`src/rtl/mwc_pkg.sv`:
```
// mwc_pkg: shared state encoding, entry record and width helpers for mem_write_checker
package mwc_pkg;
  typedef enum logic [2:0] {IDLE, ARMED, PASS, FAIL, TIMEOUT} state_t;
  typedef struct packed {
    logic [31:0] addr;
    logic [31:0] data;
  } exp_entry_t;
  function automatic int iw(int n);
    return n > 1 ? $clog2(n) : 1;
  endfunction
  function automatic int lw(int n);
    return $clog2(n + 1);
  endfunction
endpackage

```
`src/rtl/mwc_exp_table.sv`:
```
// mwc_exp_table: expected-write register file, sync write, comb read, sync active-low clear
module mwc_exp_table
  import mwc_pkg::*;
#(
  parameter int ADDR_W = 32,
  parameter int DATA_W = 32,
  parameter int NUM_EXP = 4,
  localparam int IW = iw(NUM_EXP),
  localparam int LW = lw(NUM_EXP)
) (
  input  logic              clk,
  input  logic              reset,
  input  logic              wr_en,
  input  logic [IW-1:0]     wr_idx,
  input  logic [ADDR_W-1:0] wr_addr,
  input  logic [DATA_W-1:0] wr_data,
  input  logic [LW-1:0]     rd_idx,
  output logic [ADDR_W-1:0] rd_addr,
  output logic [DATA_W-1:0] rd_data
);
  logic [ADDR_W-1:0] addr_q [NUM_EXP];
  logic [DATA_W-1:0] data_q [NUM_EXP];
  logic [31:0] wi, ri;
  assign wi = 32'(wr_idx);
  assign ri = 32'(rd_idx);
  always_ff @(posedge clk)
    if (!reset) begin
      for (int i = 0; i < NUM_EXP; i++) begin
        addr_q[i] <= '0;
        data_q[i] <= '0;
      end
    end else if (wr_en && wi < 32'(NUM_EXP)) begin
      addr_q[wr_idx] <= wr_addr;
      data_q[wr_idx] <= wr_data;
    end
  // reads past the last entry only happen once the run is over
  assign rd_addr = ri < 32'(NUM_EXP) ? addr_q[rd_idx[IW-1:0]] : '0;
  assign rd_data = ri < 32'(NUM_EXP) ? data_q[rd_idx[IW-1:0]] : '0;
endmodule

```
`config.mk`:
```
export PLATFORM = sky130hd
export DESIGN_NAME = mwc_exp_table
export DESIGN_NICKNAME = d
export VERILOG_FILES = /design/src/rtl/mwc_pkg.sv /design/src/rtl/mwc_exp_table.sv
export SDC_FILE = /design/constraint.sdc
export NUM_CORES = 1
export LEC_CHECK = 0
export ABC_AREA = 1
export CORE_MARGIN = 5
export CORE_UTILIZATION = 30
export CTS_CLUSTER_SIZE = 20
export DETAILED_ROUTE_END_ITERATION = 8
export GPL_ROUTABILITY_DRIVEN = 0
export SETUP_SLACK_MARGIN = 0.15
export SLEW_MARGIN = 0
export SYNTH_ARGS = -nofsm -noshare
export SYNTH_HDL_FRONTEND = slang
export SYNTH_SLANG_ARGS = --single-unit
```
`constraint.sdc`:
```
create_clock -name clk -period 7.6 [get_ports clk]
set_input_delay 0.76 -clock clk [delete_from_list [all_inputs] [get_ports clk]]
set_output_delay 0.76 -clock clk [all_outputs]
set_load 0.05 [all_outputs]
```
Word level (Yosys, flattened, before mapping)
Memory sizes are Yosys's and may differ from the RTL's.
Index checks and enable logic that the tools add are counted.
{"block": "op_classes", "muxes": 12, "n_reduce_logical": 3, "n_lt_le_gt_ge": 2}
{"op": "2-to-1 mux 32 bit", "n": 4}
{"op": "OR reduction 32 bit", "n": 2}
{"op": "2-to-1 mux 1 bit", "n": 6}
{"op": "2-to-1 mux 2 bit", "n": 2}
{"op": "< comparator 2 x 3 -> 1 bit, second input constant", "n": 1}
{"op": "< comparator 3 bit, second input constant", "n": 1}
{"op": "logical AND 1 bit", "n": 1}
{"block": "totals", "ff_bits": 0, "memories": 2, "out_inout_bits": 64, "mem_bits_rw": 256}
{"memory": "addr_q", "depth": 4, "width": 32, "rd": 1, "rd_ports_with_merged_regs": 0, "write_ports": 4, "line_no": "mwc_exp_table.sv:21", "source": "logic [ADDR_W-1:0] addr_q [NUM_EXP];"}
{"memory": "data_q", "depth": 4, "width": 32, "rd": 1, "rd_ports_with_merged_regs": 0, "write_ports": 4, "line_no": "mwc_exp_table.sv:22", "source": "logic [DATA_W-1:0] data_q [NUM_EXP];"}

Depth between registers and ports, before layout
Gate-level depths: netlist (run 1).
{"block": "depth", "word_depth": 7, "depth_mapped": 6, "depth_no_buf": 4}

Least setup slack after synthesis (run 1)
Ideal clock, no wire load.
{"block": "synth_path", "path_type": "input to register", "startpoint": "input reset", "endpoint": "memory addr_q[2][0], enable pin", "stages": 3, "setup_ns": 0.574, "n_path_buf": 1, "arrival_ns": 5.541, "setup_slack_ns": 1.485, "required_ns": 7.026, "path_cell_list": "nand2_1 -> buf_2 -> o21ai_0"}
{"element": "from (decl)", "line_no": "mwc_exp_table.sv:12", "source": "input logic reset,"}
{"element": "to (decl)", "line_no": "mwc_exp_table.sv:21"}

Worst setup path after layout (run 1)
{"block": "layout_path", "startpoint": "input rd_idx[0]", "endpoint": "output rd_addr[31]"}
{"block": "layout_between", "elab_chain_len": 2, "word_cells_on_any_way": 3}
{"element": "from (decl)", "line_no": "mwc_exp_table.sv:17", "source": "input logic [LW-1:0] rd_idx,"}
{"element": "< comparator 3 bit or memory read (4 x 32 bit) (tied branches)"}
{"element": "2-to-1 mux 32 bit *", "line_no": "mwc_exp_table.sv:37", "source": "assign rd_addr = ri < 32'(NUM_EXP) ? addr_q[rd_idx[IW-1:0]] : '0;"}
{"element": "to (decl)", "line_no": "mwc_exp_table.sv:18", "source": "output logic [ADDR_W-1:0] rd_addr,"}
Mark *: on every way between the ends. The rest lies on a longest branch, timed or not.

==> run_results.csv, run 1 <==
group,metric,value,unit
outcome,status,"finished, final reports clean",
pwr,p_int,2.51,mW
global_route,grtUsageTotal,0.141,
pwr,power_switching,0.885,mW
global_route,grt.met2_usage,0.237,
sta,rsz0062_at_grt,"false",
finish,multiInputGateArea,3070,µm²
pwr,sw_frac_of_total,0.261,
yosys,synth-async-reset-ratio,0,
pwr,power_per_cell_area,229,nW/µm²
die,die_x,213,µm
critical_path,cp.arrival,3800,ps
die,ios,136,
run,cap_viol_max_count,0,
sta,hold_viol_final,0,
critical_path,start_kind,"input pin",
finish,n_antenna_cell,0,
yosys,yosysMostFrequentCell,"inv_1",
global_route,top_usage_layer,"met2",
sta,drv_slew,0,
sta,fin_crit_sh,0.600,
critical_path,path_cells,"buf_4, inv_4, buf_4, nand2_1, nand3_1, a21oi_1, clkdlybuf4s50_1",
pwr,power.leakage,6.50,nW
detailed_routing,wl_per_cell,16.1,µm
critical_path,crit_path_end_kind,"output pin",
clock_network,cts_hold_buf,0,
yosys,synth_seq_cells,256,
critical_path,crit_required,6840,ps
global_route,antenna_found_initial,0,
hold_path,hold_path_class,"input pin to register",
die,core,40800,µm²
yosys,synth.largest_area_cell,"edfxtp_1",
clock_network,cts_resized,0,
clock_network,clkTransAtPathRegs,60,ps
placed_design,port-buffer-count,135,
critical_path,cp-startpoint,"rd_idx[0]",
finish,drive_above_1_share,0.0365,
pwr,p_clk_frac,0.362,
detailed_routing,num_vias,9060,
sta,fmax,0.219,GHz
finish,fin_cells,2010,
yosys,syn_nets,1448,
die,die_h,213,µm
global_route,grtUsageMet1,0.194,
critical_path,worst_path_largest_cell_delay,880,ps
die,initial_core_util,0.303,
critical_path,cpMostUsedCell,"buf_4",
pwr,seqPwrFrac,0.498,
yosys,synth_area,12400,µm²
critical_path,critPathKind,"input pin to output pin",
sta,fin_tns_setup,0,ps
finish,nets,1533,
pwr,combPwrFrac,0.140,
critical_path,path_max_fanout,99,
yosys,synth_cells,1376,
yosys,yosysWarningCount,0,
clock_network,cts_buffers,25,
critical_path,setup.worst_path.end,"rd_addr[31]",
die,num_rows,74,
global_route,grt_pass1_wl,50700,µm
placed_design,dp_cells,1966,
clock_network,cts_sinks,256,
placed_design,dp_hpwl,18300,µm
detailed_routing,drc,0,
sta,setup_viol,0,
yosys,synth_top_area_frac,0.622,
finish,areaGrowthSynthToFinish,19.8,%
sta,hold_slack,963,ps
pwr,finalPower,3.40,mW
yosys,yosys_most_used_dff,"edfxtp_1",
pwr,vdd_drop_max,194,µV
global_route,grt_overflow,0,
detailed_routing,drt_iter0_drc,609,
global_route,met3_usage,0.0222,
sta,setup_slack,3040,ps
placed_design,pre_cts_ws,3070,ps
sta,worst_pin_slew,1140,ps
die,dieArea,45400,µm²
clock_network,cts-root-buf,"clkbuf_16",
clock_network,cts-htree-levels,1,
yosys,synth_edf_count,256,
sta,period_minus_slack,4560,ps
clock_network,cts_setup_buffers,0,
detailed_routing,antenna_left,0,
yosys,ys_top_cells_by_area,"edfxtp_1 (62%), inv_1 (9.8%), nand2_1 (8.0%)",
detailed_routing,drt_first_pass_iters,5,
sta,relSlewSlack,0.237,
finish,seq_area,7690,µm²
yosys,syn-mean-instance-area,8.99,µm²
global_route,grt_pass1_vias,8999,
detailed_routing,wirelength,32400,µm
global_route,grt_max_degree,100,
finish,n_fill_cell,4087,
yosys,ys_seq_area_frac,0.622,
yosys,ys_types,15,
critical_path,critPathSlowestCell,"clkdlybuf4s50_1",
clock_network,cts_tree,"built",
yosys,yosys-top-cells-count,"inv_1 (322), nand2_1 (263), edfxtp_1 (256)",
clock_network,clk_path_buf_depth,3,
detailed_routing,viasPerCell,4.51,
## kinds of logic (layout without fill, tap and decap cells)
logic type,Yosys count,count (layout),synth area share
buffers and inverters,406,508,0.135
AO/OA/AOI/OAI,65,65,0.0263
flip-flops,256,256,0.622
AND/OR/NAND/NOR,649,649,0.217
## power by group through the flow
stage          sequential [mW]  clock (mW)  combinational [mW]
2_1_floorplan             1.72           0               0.309
3_3_place_gp              1.72           0               0.479
3_5_place_dp              1.72           0               0.483
4_1_cts                   1.69        1.25               0.485
5_1_grt                   1.70        1.31               0.523
6_report                  1.69        1.23               0.476
## how the worst min path moves through the flow
| stage | from | end | slack (ps) | cells past startpoint |
|---|---|---|---|---|
| 4_1_cts | wr_data[23] | data_q[0][23]$_SDFFCE_PN0P_ | 950 | 3 |
| 2_1_floorplan | wr_addr[13] | addr_q[0][13]$_SDFFCE_PN0P_ | 1000 | 2 |
| 5_1_grt | wr_addr[6] | addr_q[1][6]$_SDFFCE_PN0P_ | 980 | 3 |
| 6_report | wr_addr[12] | addr_q[3][12]$_DFFE_PP_ | 960 | 3 |
| 3_5_place_dp | wr_data[23] | data_q[0][23]$_SDFFCE_PN0P_ | 1500 | 3 |
| 3_3_place_gp | wr_data[29] | data_q[3][29]$_DFFE_PP_ | 1500 | 3 |
## placed cells by master (no fill, tap or decap), types with 2 or more instances in the layout
master           netlist  final
nand2_4                0      7
nor2_1               192    192
inv_6                  0      2
nand3_1              129    129
clkinv_2               0      3
clkinv_1               0      7
edfxtp_1             256    256
clkbuf_16              0     25
a21oi_1               64     64
clkbuf_1              12      3
nor3_1                64     64
buf_4                  2      8
inv_1                322    321
nand2_1              263    256
clkdlybuf4s50_1        0    132
bufinv_16              0      3
## metal layers
| layer | up-vias | wire length [µm] |
|---|---|---|
| li1 | 4444 | - |
| met3 | 30 | 1820 |
| met5 | - | 0 |
| met4 | 0 | 486 |
| met2 | 213 | 15400 |
| met1 | 4373 | 14700 |
## stage by stage
step | util | instance area [µm²]
global route | 0.363 | 14800
floorplan | - | 12400
detailed placement | 0.343 | 14000
finish | 0.363 | 14800
CTS | 0.363 | 14800
global placement | 0.343 | 14000
## cell type report
| type | count | share of cell area |
|---|---|---|
| clock buffer | 28 | 0.0430 |
| clock inverter | 16 | 0.0106 |
| inverter | 323 | 0.0820 |
| multi-input combinational | 714 | 0.207 |
| sequential | 256 | 0.519 |
| tap | 532 | 0.0449 |
| timing repair buffer | 141 | 0.0936 |
## flip-flops by register name, indices dropped and copies added (netlist names)
name and cells:
data_q 128, addr_q 128
## critical path: cells and delay by family
family / cells / cell delay (ps)
buf+inv: 4 / 2260
simple gates: 2 / 250
compound gates: 1 / 380
Note: power is estimated with default switching activity, not from simulation.
==> run 2, diff against run 1 <==
Clock period 7.6 ns to 4.1 ns, I/O delays scaled along.
==> run 2 against run 1 <==
Compared with the run above:
- wire length hardly changed
- via count hardly changed
- combinational power is 88% higher
- worst setup slack worse by 2300 ps
- clock power is 91% higher
- first-iteration DRC count is 21% higher
- power is 88% higher
- cell count is 0.80% higher
- hold slack worse by 380 ps
- final area is 1.2% higher
- count of clock-buffer cells in the layout is 9 higher
- critical path depth stayed put
- critical endpoint is now rd_data[16]
- largest power group unchanged
==> run_results.csv, run 2 (synthesis results as in run 1) <==
group,metric,value,unit
outcome,status,"finished, final reports clean",
critical_path,critical_path.top_delay_family,"buffers and inverters",
critical_path,worst_path_largest_cell_delay,840,ps
sta,fmax,0.295,GHz
sta,period_minus_slack,3390,ps
detailed_routing,drt_first_pass_iters,5,
finish,n_antenna_cell,0,
finish,drive_above_1_share,0.0455,
finish,mostFrequentLayoutCells,"inv_1 (321), nand2_1 (256), edfxtp_1 (256)",
placed_design,placedInstanceArea,14200,µm²
clock_network,cts_tree,"built",
hold_path,hold_path_class,"input pin to register",
hold_path,hp-start,"wr_data[28]",
sta,rsz0062_at_grt,"false",
die,initial_core_util,0.303,
global_route,grt_overflow,0,
critical_path,crit_path_end_kind,"output pin",
run,cap_viol_max_count,0,
critical_path,cp-startpoint,"rd_idx[0]",
sta,hold_viol_final,0,
clock_network,cts_hold_buf,0,
clock_network,cts_sinks,256,
global_route,top_usage_layer,"met2",
die,die_x,213,µm
die,core,40800,µm²
detailed_routing,viasPerCell,4.48,
sta,fin_crit_sh,0.826,
pwr,power.leakage,6.60,nW
detailed_routing,antenna_left,0,
sta,drv_slew,0,
clock_network,cts_buffers,28,
sta,setup_viol,0,
detailed_routing,wirelength,32400,µm
critical_path,crit_required,3690,ps
critical_path,cp.arrival,2980,ps
critical_path,path_max_fanout,95,
global_route,met3_usage,0.0270,
global_route,grtUsageTotal,0.141,
finish,final_common_cell,"inv_1",
sta,fin_tns_setup,0,ps
placed_design,dp_hpwl,19100,µm
finish,reg_top3,"addr_q: 128 flops, data_q: 128 flops",
global_route,grt.met2_usage,0.241,
finish,fin_area,15000,µm²
detailed_routing,wl_per_cell,16.0,µm
clock_network,cts_resized,0,
detailed_routing,num_vias,9067,
clock_network,clk_path_buf_depth,3,
die,dieArea,45400,µm²
clock_network,cts-htree-levels,1,
finish,nets,1546,
die,die_h,213,µm
pwr,power_per_cell_area,425,nW/µm²
global_route,grtUsageMet1,0.189,
detailed_routing,drt_iter0_drc,735,
detailed_routing,drc,0,
critical_path,start_kind,"input pin",
finish,areaGrowthSynthToFinish,21.2,%
placed_design,port-buffer-count,135,
sta,worst_pin_slew,1210,ps
global_route,grt_pass1_vias,9099,
critical_path,critPathSlowestCell,"clkdlybuf4s50_1",
clock_network,cts-root-buf,"clkbuf_16",
critical_path,cp.buffers_inverters,4,
critical_path,path_cells,"buf_4, inv_4, buf_12, nand2_1, nand3_1, a21oi_1, clkdlybuf4s50_1",
die,num_rows,74,
clock_network,clkTransAtPathRegs,60,ps
global_route,grt_max_degree,107,
clock_network,cts_setup_buffers,0,
global_route,antenna_found_initial,0,
die,ios,136,
critical_path,critPathKind,"input pin to output pin",
global_route,grt_pass1_wl,50400,µm
pwr,vdd_drop_max,232,µV
sta,relSlewSlack,0.192,
-- run 2: cell types whose count changed in the layout (fill, tap and decap cells not counted), sizes merged --
cell,delta
clkinvlp,-1
bufinv,-2
buf,+13
clkinv,+2
inv,-2
clkbuf,+9
clkdlybuf4s50,-3
-- run 2: where the power goes --
| group | internal, mW | leakage (nW) | switching, mW | total (mW) |
|---|---|---|---|---|
| logic | 0.277 | 3.70 | 0.618 | 0.895 |
| registers | 3.08 | 2.49 | 0.0467 | 3.13 |
| clock network | 1.35 | 0.412 | 1.00 | 2.35 |
| total | 4.71 | 6.60 | 1.67 | 6.37 |
-- run 2: layout make-up --
type                            count  area, µm²
Timing Repair Buffer              151       1510
Clock buffer                       37        756
Multi-Input combinational cell    714       3070
Inverter                          323       1210
Tap cell                          532        666
Clock inverter                     13       85.1
Sequential cell                   256       7690
Fill cell                        4105      25800
-- run 2: final timing paths --
path / endpoint / cells past startpoint
max: rd_data[16] / 7
min: data_q[1][28]$_SDFFCE_PN0P_ / 3
-- run 2: routing by layer --
layer | part of all wire | routed length (µm)
met3 | 0.059 | 1910
met5 | 0 | 0
met4 | 0.019 | 610
met2 | 0.49 | 15800
met1 | 0.43 | 14100
-- run 2: metrics by stage --
stage          worst slack (ps)  utilization  std cells  hold WS [ps]  power (mW)
2_1_floorplan              1290            -       1376           653        3.75
3_5_place_dp                756        0.347       1976          1130        4.10
6_report                    712        0.367       2026           583        6.37
5_1_grt                     561        0.367       2026           576        6.64
3_3_place_gp                785        0.347       1976          1140        4.08
4_1_cts                     761        0.367       2026           558        6.44
